===== config.mk =====
export PLATFORM = sky130hd
export DESIGN_NAME = shift_s_5_bit_left_2_bit
export DESIGN_NICKNAME = d
export VERILOG_FILES = /design/src/rtl/shift_pkg.sv /design/src/rtl/shift_counter.sv /design/src/rtl/shift_s_5_bit_left_2_bit.sv
export SDC_FILE = /design/constraint.sdc
export NUM_CORES = 1
export LEC_CHECK = 0
export ABC_AREA = 1
export CORE_AREA = 2 2 39 41
export DETAILED_ROUTE_END_ITERATION = 10
export DIE_AREA = 0 0 41 43
export PLACE_DENSITY = 0.67
export SETUP_SLACK_MARGIN = 0.5
export SYNTH_ARGS = -nofsm -noshare
export SYNTH_HDL_FRONTEND = slang
export SYNTH_HIERARCHICAL = 1
export SYNTH_SLANG_ARGS = --single-unit

===== constraint.sdc =====
create_clock -name clk -period 1.2 [get_ports clk]
set_input_delay 0.36 -clock clk [delete_from_list [all_inputs] [get_ports clk]]
set_output_delay 0.36 -clock clk [all_outputs]
set_load 0.05 [all_outputs]

===== src/rtl/shift_pkg.sv =====
// Shared FSM encoding and sizing helper for the sequential left shifter.
package shift_pkg;

  typedef enum logic [1:0] {
    S_IDLE  = 2'd0,
    S_SHIFT = 2'd1,
    S_DONE  = 2'd2
  } state_t;

  // Counter must be able to hold the value SHIFT itself.
  function automatic int cnt_width(input int shift);
    return $clog2(shift + 1);
  endfunction

endpackage


===== src/rtl/shift_counter.sv =====
// Shift-step counter: synchronous clear/enable, terminal count flags the last step.
module shift_counter #(
  parameter int W    = 2,
  parameter int TERM = 2
) (
  input  logic clk,
  input  logic rst,
  input  logic clr,
  input  logic en,
  output logic tc
);

  localparam logic [W-1:0] LAST = W'(TERM - 1);

  logic [W-1:0] count_reg;

  always_ff @(posedge clk) begin
    if (rst || clr) begin
      count_reg <= '0;
    end else if (en) begin
      count_reg <= count_reg + 1'b1;
    end
  end

  // High while the step that completes shift number TERM is pending.
  assign tc = (count_reg == LAST);

endmodule


===== src/rtl/shift_s_5_bit_left_2_bit.sv =====
// Multi-cycle left shifter (mul = d * 2^SHIFT mod 2^WIDTH), one bit per clock.
// Optional overflow flag output when SHIFT_OVERFLOW_EN is defined.
module shift_s_5_bit_left_2_bit
  import shift_pkg::*;
#(
  parameter int WIDTH = 5,
  parameter int SHIFT = 2
) (
  input  logic             clk,
  input  logic             rst,
  input  logic             start,
  input  logic [WIDTH-1:0] d,
  output logic             ready,
  output logic             busy,
  output logic             valid,
  output logic [WIDTH-1:0] mul,
  output logic             sout
`ifdef SHIFT_OVERFLOW_EN
  ,
  output logic             ovf
`endif
);

  localparam int CNT_W = cnt_width(SHIFT);

  state_t           state_reg, state_next;
  logic [WIDTH-1:0] mul_reg;
  logic             sout_reg;
  logic             cnt_clr, cnt_en, cnt_tc;
  logic             load, shift_en;

  shift_counter #(
    .W    (CNT_W),
    .TERM (SHIFT)
  ) u_counter (
    .clk (clk),
    .rst (rst),
    .clr (cnt_clr),
    .en  (cnt_en),
    .tc  (cnt_tc)
  );

  always_comb begin
    state_next = state_reg;
    cnt_clr    = 1'b0;
    cnt_en     = 1'b0;
    case (state_reg)
      S_IDLE: begin
        if (start) begin
          state_next = S_SHIFT;
          cnt_clr    = 1'b1;
        end
      end
      S_SHIFT: begin
        cnt_en = 1'b1;
        if (cnt_tc) state_next = S_DONE;
      end
      S_DONE:  state_next = S_IDLE;
      default: state_next = S_IDLE;  // unused code 2'd3 recovers
    endcase
  end

  assign load     = (state_reg == S_IDLE) && start;
  assign shift_en = (state_reg == S_SHIFT);

  always_ff @(posedge clk) begin
    if (rst) begin
      state_reg <= S_IDLE;
      mul_reg   <= '0;
      sout_reg  <= 1'b0;
    end else begin
      state_reg <= state_next;
      if (load) begin
        mul_reg <= d;
      end else if (shift_en) begin
        mul_reg  <= {mul_reg[WIDTH-2:0], 1'b0};
        sout_reg <= mul_reg[WIDTH-1];
      end
    end
  end

`ifdef SHIFT_OVERFLOW_EN
  logic ovf_reg;

  // Sticky OR of every bit pushed out of the MSB during one operation.
  always_ff @(posedge clk) begin
    if (rst || load) begin
      ovf_reg <= 1'b0;
    end else if (shift_en) begin
      ovf_reg <= ovf_reg | mul_reg[WIDTH-1];
    end
  end

  assign ovf = ovf_reg;
`endif

  assign ready = (state_reg == S_IDLE);
  assign busy  = (state_reg == S_SHIFT);
  assign valid = (state_reg == S_DONE);
  assign mul   = mul_reg;
  assign sout  = sout_reg;

endmodule


# [After elaboration in Yosys (flattened, before gate mapping)]
# Cells that the tools add are included.
# W data, S select, Z words.
[totals] latchBits=0 inputBits=8 reg_bits=10 mem_count=0 mem_bits_ro=0 ramBits=0 out_inout_bits=9 elab_cells=25
[op_classes] shifts=0 addsub=1 order_cmp=0 reduce_logical=6 mux=8 div_mod_pow=0 n_mul=0 n_eq_ne=5 bitwise_logic=1
[ops] operator="$mux W5" count=2
[ops] operator="$eq A2 B1 Y1 const B" count=2
[ops] operator="$mux W2" count=2
[ops] operator="$pmux W2 S2" count=1
[ops] operator="$reduce_and A2 Y1" count=2
[ops] operator="$mux W1" count=3
[ops] operator="$add A2 B1 Y2 const B" count=1
[ops] operator="$eq A2 B2 Y1 const B" count=1
[ops] operator="$logic_not A2 Y1" count=1
[ops] operator="$ne A2 B1 Y1 const B" count=1
[ops] operator="$ne A2 B2 Y1 const B" count=1
[ops] operator="$reduce_bool A2 Y1" count=1
[ops] operator="$logic_and A1 B1 Y1" count=1
[ops] operator="$logic_or A1 B1 Y1" count=1
[ops] operator="$not A1 Y1" count=1

# [Depth between registers and ports, before layout]
[logic_depth] ltp_word=4 ltp_mapped=6 mapped_depth_nobuf=6

# [By module]
# Netlist, hierarchy kept.
[modules_own_cells] module="shift_s_5_bit_left_2_bit" seq_area_each_um2=160.2 cells_each=56 instances=1 area_per_inst_um2=380.4
[modules_own_cells] module="shift_counter" seq_area_each_um2=40.0 cells_each=16 instances=1 area_per_inst_um2=103.8

# [Worst setup path before layout]
# OpenSTA, ideal clock, no wires.
[synth_timing] path_type="reg2out" from="register state_reg[1]" to="output port valid" t_arrival_ps=1109 slack_ps=-269 required_ps=840 path_buffers=0 path_stages_with_launch=3 cell_sequence="dfxtp_1 > inv_2 > nor2_1"
[synth_between] elab_chain_len=1
[synth_lines] element="start: declaration" line_no="shift_s_5_bit_left_2_bit.sv:26" text="state_t state_reg, state_next;"
[synth_lines] element="start signal: assignment" line_no="shift_s_5_bit_left_2_bit.sv:72" text="state_reg <= state_next;"
[synth_lines] element="$eq A2 B2 Y1" line_no="shift_s_5_bit_left_2_bit.sv:99" text="assign valid = (state_reg == S_DONE);"
[synth_lines] element="end: declaration" line_no="shift_s_5_bit_left_2_bit.sv:15" text="output logic valid,"
# No other way between the ends.

# [Final worst setup path]
# Same ends and word-level chain as after synthesis.

==> metrics.md <==
| Metric | Value |
|---|---|
| Synthesized area | `484 µm²` |
| Vias/cell | `4.68` |
| Worst relative slew slack | `85.3%` |
| Initial antenna violation count | `0` |
| Avg Cell Area, Syn | `6.73 µm²` |
| Core area | `1380 µm²` |
| Critical hold path startpoint | `u_counter/count_reg[1]$_SDFFE_PP0P_` |
| Gate count after technology mapping | `72` |
| Unrepaired setup endpoints after global routing | `yes` |
| Distinct cells, synth | `15` |
| Worst path cell trace | `inv_2 > nor2_4 > buf_12` |
| WL final | `1280 µm` |
| Critical path's slowest cell | `dfxtp_2` |
| Routability cong. | `0.731` |
| Number of max-cap violations | `0` |
| Register area share after synthesis | `41.3%` |
| Crit path max fanout | `3` |
| Crit end category | `output pin` |
| WL per Instance | `10.9 µm` |
| Clock Sinks | `10` |
| TritonCTS buffer count | `3` |
| Latest clock arrival within the worst-skew pair | `0.27 ns` |
| Vias in the first global route | `502` |
| Inst Count DP | `107` |
| Largest register FFs | `5` |
| Initial Util | `35.0%` |
| Slowest stage delay, CP | `0.39 ns` |
| Peak supply drop | `0.000661 V` |
| Post-DRT Antenna Nets | `0` |
| Clk buf depth | `2` |
| Total leakage power | `0.431 nW` |
| Status | `finished, violations left` |
| Final min period | `1.35 ns` |
| F_max | `739 MHz` |
| Data arrival, critical path | `0.99 ns` |
| First-pass GRT wire length | `2130 µm` |
| Clock tree from TritonCTS | `done` |
| Syn-to-layout area delta | `93.5%` |
| Root Buffer | `clkbuf_4` |
| Number of DRC markers in iteration 0 | `8` |
| Total power | `1.04 mW` |
| Post-synthesis net count | `81` |
| Final setup skew | `0.00281 ns` |
| # diodes | `0` |
| Worst r2r path cells | `6` |
| WHS Path Cells | `2` |
| DP HPWL | `888 µm` |
| Yosys warnings | `6` |
| Critical path's top delay family | `flip-flops` |
| Htree depth | `1` |
| Required @ worst endpoint | `0.84 ns` |
| R2r setup slk | `0.14 ns` |
| Worst reg2reg startpoint | `state_reg[0]$_SDFFE_PP0P_` |
| Hold crit path type | `reg2reg` |
| Final setup vio count | `3` |
| Vias after detailed routing | `548` |
| Clk pin slew, worst setup/hold paths | `0.07 ns` |
| IO Count | `17` |
| Drc violations | `0` |
| Site row count | `14` |
| DIE WIDTH | `41 µm` |
| Setup CP Type | `reg2out` |
| Slew of the pin with the lowest slew margin | `0.221 ns` |
| Port buffer count | `16` |
| Pins Over Slew Limit | `0` |
| Worst Setup Start Kind | `flip-flop` |
| Die Height | `43 µm` |
| Largest net degree at the start of global routing | `11` |
| Total gr overflow | `0` |
| Fin. Hold Viols | `0` |
| Share of post-route cells with drive strength above 1 | `47.5%` |
| GRT Overall Usage | `18.3%` |
| Hold buffers post-CTS | `0` |
| FF-to-FF End | `mul[4]$_SDFFE_PP0P_` |
| Total die area | `1760 µm²` |
| Hold Path End | `u_counter/count_reg[1]$_SDFFE_PP0P_` |
| # nets final | `111` |
| Final Cycle Share | `113%` |
| Setup TNS | `-0.391 ns` |
| Flops & latches, synth | `10` |
| Setup WS post-layout | `-0.153 ns` |
| Finished Layout Cells | `117` |
| Critical path buffers and inverters | `2` |
| Power per standard cell area | `1110 nW/µm²` |
| DRT Pass-1 Iters | `2` |
| Failing checks | `negative setup slack` |
-- synthesized netlist by cell type --
| master | number | area share (%) |
|---|---|---|
| ha_1 | 1 | 2.6 |
| inv_1 | 10 | 7.8 |
| nand3_1 | 5 | 5.2 |
| inv_2 | 3 | 2.3 |
| nor2_1 | 10 | 7.8 |
| dfxtp_1 | 10 | 41 |
| nor2_4 | 1 | 2.3 |
| a21oi_2 | 2 | 3.6 |
| nand2_1 | 21 | 16 |
| o21ai_2 | 1 | 1.8 |
| nor3_1 | 1 | 1.0 |
| clkbuf_1 | 1 | 0.77 |
| a21oi_1 | 2 | 2.1 |
| nor2_2 | 2 | 2.6 |
| nand2_2 | 2 | 2.6 |
-- cell usage in the layout, fill, tap and decap left out, drive strengths merged --
cell,count
dlygate4sd2,1
nor3,1
clkdlybuf4s50,6
nand2,23
ha,1
buf,19
dfxtp,10
inv,13
nor2,13
a21oi,4
clkbuf,4
o21ai,1
nand3,5
-- per-stage QoR --
stage | util [%] | hold WS (ns) | area (µm²) | setup WS, ns
2_1_floorplan | - | 0.455 | 526 | 0.0377
3_3_place_gp | 59.4 | 0.467 | 822 | -0.185
3_5_place_dp | 59.4 | 0.483 | 822 | -0.186
4_1_cts | 66.3 | 0.494 | 917 | -0.167
5_1_grt | 67.7 | 0.534 | 937 | -0.188
6_report | 67.7 | 0.488 | 937 | -0.153
-- worst max-delay path by stage --
stage                              start             endpoint  cells after the start
3_3_place_gp                       start  mul[4]$_SDFFE_PP0P_                      6
6_report       state_reg[1]$_SDFFE_PP0P_                valid                      3
3_5_place_dp                       start  mul[4]$_SDFFE_PP0P_                      6
5_1_grt        state_reg[0]$_SDFFE_PP0P_                 busy                      3
4_1_cts        state_reg[0]$_SDFFE_PP0P_                 busy                      3
2_1_floorplan  state_reg[0]$_SDFFE_PP0P_                 busy                      2
-- power breakdown --
group / total, mW / switching, mW / internal [mW]
Combinational: 0.349 / 0.181 / 0.168
Clock: 0.314 / 0.130 / 0.185
Sequential: 0.378 / 0.0275 / 0.350
-- cell type report --
class	instances	area [µm²]
multi-input cells	48	274
inverters	13	51.3
well taps	16	20.0
flip-flops and latches	10	228
repair buffers	26	328
fillers	119	447
clock buffers	4	36.3
-- worst reg2reg max path: cells and delay by family, from the launching register on --
family,cells,cell delay (ns)
DFF,1,0.38
AOI/OAI and AO/OA,1,0.22
buffers and inverters,2,0.20
and+or+nand+nor,3,0.20
-- routing by layer --
layer / GRT usage [%] / up-vias / wire, µm
li1: - / 274 / -
met1: 20.4 / 264 / 497
met3: 3.14 / 2 / 24
met2: 29.7 / 8 / 733
met5: 0 / - / 0
met4: 12.0 / 0 / 25
-- logic make-up after synthesis --
family                     after synthesis  share of synthesized area, %
and+or+nand+nor                         42                          37.7
AOI/OAI and AO/OA                        5                          7.49
adders and majority gates                1                          2.58
DFF                                     10                          41.3
buffers and inverters                   14                          10.9
-- timing repair --
item / in CTS / in global routing
buffers inserted: 5 / 1
gates resized for setup: 8 / 3
pin swaps: 2 / 2
endpoints found under the setup margin: 19 / 19
cloned: 0 / 0
(Power assumes the default switching activity.)
